File: src/rtl/fetch_queue.sv
// fetch_queue: instruction-fetch stage owning the PC, feeding a DEPTH-entry {pc, inst} FIFO to decode
//
// Optional feature macro: FETCH_PERF_EN (adds saturating perf counters and their ports)
//
// Ports:
//   clk                clock
//   reset              synchronous reset, active-low (0 = reset)
//   i_redirect_valid   load i_redirect_pc and flush the FIFO this cycle
//   i_redirect_pc      new PC, bits [1:0] forced to 0
//   o_fetch_addr       Icache fetch address, straight from the PC register
//   i_icache_inst      Icache instruction word
//   i_icache_valid     Icache hit for the current o_fetch_addr
//   o_dec_valid        FIFO head valid
//   i_dec_ready        decode accepts head
//   o_dec_pc           PC of head entry
//   o_dec_inst         instruction of head entry
//   o_perf_fetched     [FETCH_PERF_EN] instructions enqueued
//   o_perf_miss_cyc    [FETCH_PERF_EN] cycles spent waiting on the Icache
module fetch_queue #(
   parameter logic [63:0] RESET_PC = 64'h0,
   parameter int          DEPTH    = 4
) (
   input  logic        clk,
   input  logic        reset,
   input  logic        i_redirect_valid,
   input  logic [63:0] i_redirect_pc,
   output logic [63:0] o_fetch_addr,
   input  logic [31:0] i_icache_inst,
   input  logic        i_icache_valid,
   output logic        o_dec_valid,
   input  logic        i_dec_ready,
   output logic [63:0] o_dec_pc,
   output logic [31:0] o_dec_inst
`ifdef FETCH_PERF_EN
   ,
   output logic [31:0] o_perf_fetched,
   output logic [31:0] o_perf_miss_cyc
`endif
);
   localparam int AW = $clog2(DEPTH);
   localparam int CW = AW + 1;
   typedef enum logic [1:0] {ST_EMPTY, ST_PARTIAL, ST_FULL} occ_t;
   occ_t           r_state, w_state_nxt;
   logic [63:0]    r_pc;
   logic [AW-1:0]  r_wr, r_rd;
   logic [CW-1:0]  r_count, w_count_nxt;
   logic [63:0]    r_mem_pc   [DEPTH];
   logic [31:0]    r_mem_inst [DEPTH];
   logic           w_pop, w_push, w_full;
   logic           w_unused;
   // Low PC bits of a redirect target are defined as zero and never looked at.
   assign w_unused     = &{1'b0, i_redirect_pc[1:0]};
   assign o_fetch_addr = r_pc;
   assign o_dec_valid  = r_state != ST_EMPTY;
   assign w_full       = r_state == ST_FULL;
   assign o_dec_pc     = r_mem_pc[r_rd];
   assign o_dec_inst   = r_mem_inst[r_rd];
   assign w_pop        = o_dec_valid & i_dec_ready;
   // A full FIFO still accepts a hit when the head leaves in the same cycle.
   assign w_push       = i_icache_valid & (~w_full | w_pop) & ~i_redirect_valid;
   always_comb begin
      w_count_nxt = r_count;
      w_state_nxt = r_state;
      w_count_nxt = i_redirect_valid ? '0 : r_count + CW'(w_push) - CW'(w_pop);
      w_state_nxt = (w_count_nxt == '0)         ? ST_EMPTY :
                    (w_count_nxt == CW'(DEPTH)) ? ST_FULL  : ST_PARTIAL;
   end
   always_ff @(posedge clk) begin
      if (!reset) begin
         r_pc    <= RESET_PC;
         r_wr    <= '0;
         r_rd    <= '0;
         r_count <= '0;
         r_state <= ST_EMPTY;
      end else begin
         r_count <= w_count_nxt;
         r_state <= w_state_nxt;
         if (i_redirect_valid) begin
            // A same-cycle pop still completes; everything else is discarded.
            r_pc <= {i_redirect_pc[63:2], 2'b00};
            r_wr <= '0;
            r_rd <= '0;
         end else begin
            if (w_push) begin
               r_pc <= r_pc + 64'd4;
               r_wr <= r_wr + AW'(1);
            end
            if (w_pop) r_rd <= r_rd + AW'(1);
         end
      end
   end
   always_ff @(posedge clk) begin
      if (reset && w_push) begin
         r_mem_pc[r_wr]   <= r_pc;
         r_mem_inst[r_wr] <= i_icache_inst;
      end
   end
`ifdef FETCH_PERF_EN
   logic [31:0] r_perf_fetched, r_perf_miss_cyc;
   logic        w_miss;
   assign w_miss          = ~i_icache_valid & ~i_redirect_valid & ~w_full;
   assign o_perf_fetched  = r_perf_fetched;
   assign o_perf_miss_cyc = r_perf_miss_cyc;
   always_ff @(posedge clk) begin
      if (!reset) begin
         r_perf_fetched  <= '0;
         r_perf_miss_cyc <= '0;
      end else begin
         if (w_push && r_perf_fetched != '1) r_perf_fetched <= r_perf_fetched + 32'd1;
         if (w_miss && r_perf_miss_cyc != '1) r_perf_miss_cyc <= r_perf_miss_cyc + 32'd1;
      end
   end
`endif
endmodule
File: config.mk
export PLATFORM = sky130hd
export DESIGN_NAME = fetch_queue
export DESIGN_NICKNAME = d
export VERILOG_FILES = /design/src/rtl/fetch_queue.sv
export SDC_FILE = /design/constraint.sdc
export NUM_CORES = 1
export LEC_CHECK = 0
export ABC_AREA = 1
export BUFFER_PORTS_ARGS = -buffer_cell sky130_fd_sc_hd__buf_2
export CORE_MARGIN = 2
export CORE_UTILIZATION = 40
export DETAILED_ROUTE_END_ITERATION = 10
export PLACE_DENSITY_LB_ADDON = 0.2
export SETUP_SLACK_MARGIN = 0.1
export SLEW_MARGIN = 15
export SYNTH_ARGS = -nofsm -noshare
export SYNTH_HDL_FRONTEND = slang
export SYNTH_SLANG_ARGS = --single-unit
File: constraint.sdc
create_clock -name clk -period 5.3 [get_ports clk]
set_clock_uncertainty 0.1 [all_clocks]
set_input_delay 0.53 -clock clk [delete_from_list [all_inputs] [get_ports clk]]
set_output_delay 0.53 -clock clk [all_outputs]
set_load 0.05 [all_outputs]
==> metrics.md <==
| Metric | Value |
|---|---|
| WL/cell | `20.1 um` |
| Worst slew margin | `31.9%` |
| PD cells | `349 nW/um2` |
| Largest cells by area after synthesis | `edfxtp_1, dfxtp_1, o21ai_0` |
| Post-cts resize count | `0` |
| Worst EP arrival | `2840 ps` |
| Total track usage | `21.6%` |
| Post-synth top area share | `59.5%` |
| Design area | `22400 um2` |
| First-pass GRT wire length | `80.4 mm` |
| Initial antenna violation count | `6` |
| Synth Register Bits | `449` |
| Dpl hpwl | `34.2 mm` |
| Cts bufs inserted | `47` |
| Global route overflow | `0` |
| Total leakage power | `0.00811 uW` |
| Hold Buf Count CTS | `0` |
| Seq/Total Area, Yosys | `67.2%` |
| Synth Warn # | `0` |
| Tcrit/Tclk final | `65.5%` |
| Min Hold Slack | `67.8 ps` |
| Gpl congestion | `0.894` |
| Root Driver | `clkbuf_16` |
| Setup CP Type | `flop to output port` |
| Most common cell after layout, fill and taps aside | `edfxtp_1` |
| Drt first-iter violations | `1065` |
| Fmax | `0.288 GHz` |
| Cell area after synthesis | `19000 um2` |
| H-tree levels | `2` |
| Final slew viol count | `0` |
| CP required | `4670 ps` |
| Most frequent cells in the layout | `edfxtp_1, nand2_1, nor2_1` |
| Largest net degree at the start of global routing | `187` |
| VDD IR-drop max | `0.000206 V` |
| Ports | `262` |
| Startpoint types | `flop` |
| Worst-Skew Late Latency | `580 ps` |
| Die Ht | `222 um` |
| Count of cell types in the netlist | `40` |
| Die Wd | `222 um` |
| Worst-Margin Slew | `1020 ps` |
| Number of global-route vias before repair | `13100` |
| Final ANT Viol Nets | `0` |
| CTS tree | `yes` |
| Worst setup EP type | `output port` |
| Endpoints failing setup | `0` |
| Clk buf depth | `3` |
| CP max FO | `121` |
| Setup WS post-layout | `1830 ps` |
| P&R area growth vs syn | `18.2%` |
| Remaining DRCs | `0` |
| Post-DP Area | `20900 um2` |
| DIE AREA | `49200 um2` |
| Final WL | `54.1 mm` |
| Clk slew on worst S/H paths | `60 ps` |
| Port bufs | `255` |
| First-pass DRT Iterations | `5` |
| Vias | `14200` |
| MaxCap Viol Count | `0` |
| Clk sink count | `449` |
| Share of layout cells above drive strength 1 | `18.3%` |
| Worst slack, placed | `1490 ps` |
| Row Count | `79` |
| Minimum clock period | `3470 ps` |
| Synth Area per Inst | `10.5 um2` |
| Status | `finished clean` |
| Core Area | `46700 um2` |
| # Post-CTS Setup Buffers | `0` |
| Nets | `2151` |
| RSZ-0062 raised after global routing | `no` |
| Fin. Hold Viols | `0` |
| Post-synthesis cell count | `1804` |
| Synth area leader | `edfxtp_1` |
| Avg Vias per Cell | `5.26` |
| Initial Util | `40.7%` |
| Worst Hold Class | `input pin to flop` |
[area by class of cell]
type,instances,area (um2)
flip-flops and latches,449,12800
inverters,110,418
repair buffers,274,1480
diodes,5,12.5
clock buffers,61,1290
multi-input cells,1160,5490
clock inverters,24,219
well taps,607,759
fillers,4327,24200
[stage by stage]
| step | TNS, ps | total power (uW) | std cells | utilization [%] |
|---|---|---|---|---|
| 5_1_grt | 0 | 8100 | 2689 | 48.1 |
| 6_report | 0 | 7840 | 2690 | 48.1 |
| 3_5_place_dp | 0 | 4660 | 2600 | 44.8 |
| 3_3_place_gp | 0 | 4660 | 2600 | 44.8 |
| 4_1_cts | 0 | 7910 | 2685 | 48.0 |
| 2_1_floorplan | -122620 | 4440 | 1807 | - |
[where the power goes]
part / switching [uW] / internal [uW] / total (uW)
Sequential: 96.6 / 3890 / 3990
Clock: 1350 / 1910 / 3250
Combinational: 455 / 139 / 594
[cells in the mapped netlist, drive strengths merged]
library cell / instances
o21ai: 264
edfxtp: 376
and2: 3
o22ai: 95
nand4: 12
or2: 1
nand3b: 2
dfxtp: 73
a32o: 2
clkinv: 1
fa: 1
and3: 1
xnor2: 5
ha: 7
buf: 23
nand3: 38
a22o: 1
nor3b: 1
a21oi: 42
clkbuf: 65
a31oi: 13
conb: 1
nor3: 6
inv: 109
nand2: 318
nor2: 326
xor2: 18
[routing by layer]
| layer | vias up | track usage, % | wire length (um) |
|---|---|---|---|
| met5 | - | 0 | 0 |
| met4 | 0 | 6.89 | 1380 |
| met3 | 73 | 3.90 | 3250 |
| met2 | 424 | 34.5 | 25200 |
| met1 | 6890 | 29.8 | 24200 |
| li1 | 6764 | - | - |
[cells by family (layout without fill, tap and decap cells)]
kind of cell	after synthesis	in the layout	synth area share (%)
and+or+nand+nor	708	708	15.2
DFF	449	449	67.2
AOI/OAI and AO/OA	417	417	11.8
buffers and inverters	198	469	4.15
xor gates and xnor gates	23	23	1.06
adders and majority gates	8	8	0.567
other	1	9	0.0198
[flip-flops by register name, indices dropped and copies added, names as in the netlist, named ones only]
register      count
o_fetch_addr     62
r_count           3
r_wr              2
r_rd              2
r_mem_inst      128
r_state           2
r_mem_pc        248
[final timing paths]
kind	start	endpoint	slack [ps]	cells past startpoint
setup / recovery	flop	o_dec_pc[27]	1830	5
hold / removal	i_icache_inst[4]	r_mem_inst[3][4]$_DFFE_PP_	70	1
hold reg to reg	r_rd[0]$_SDFFE_PP0P_	flop	370	1
setup reg to reg	r_state[0]$_SDFF_PP0_	r_mem_inst[1][24]$_DFFE_PP_	2740	7
[worst max-delay path, cell delays in order, from the launching register on]
cell and delay, ps:
dfxtp_4 390, inv_6 650, buf_4 490, o21ai_0 130
o22ai_1 250, buf_2 320
Power figures use the tool's default switching activity.
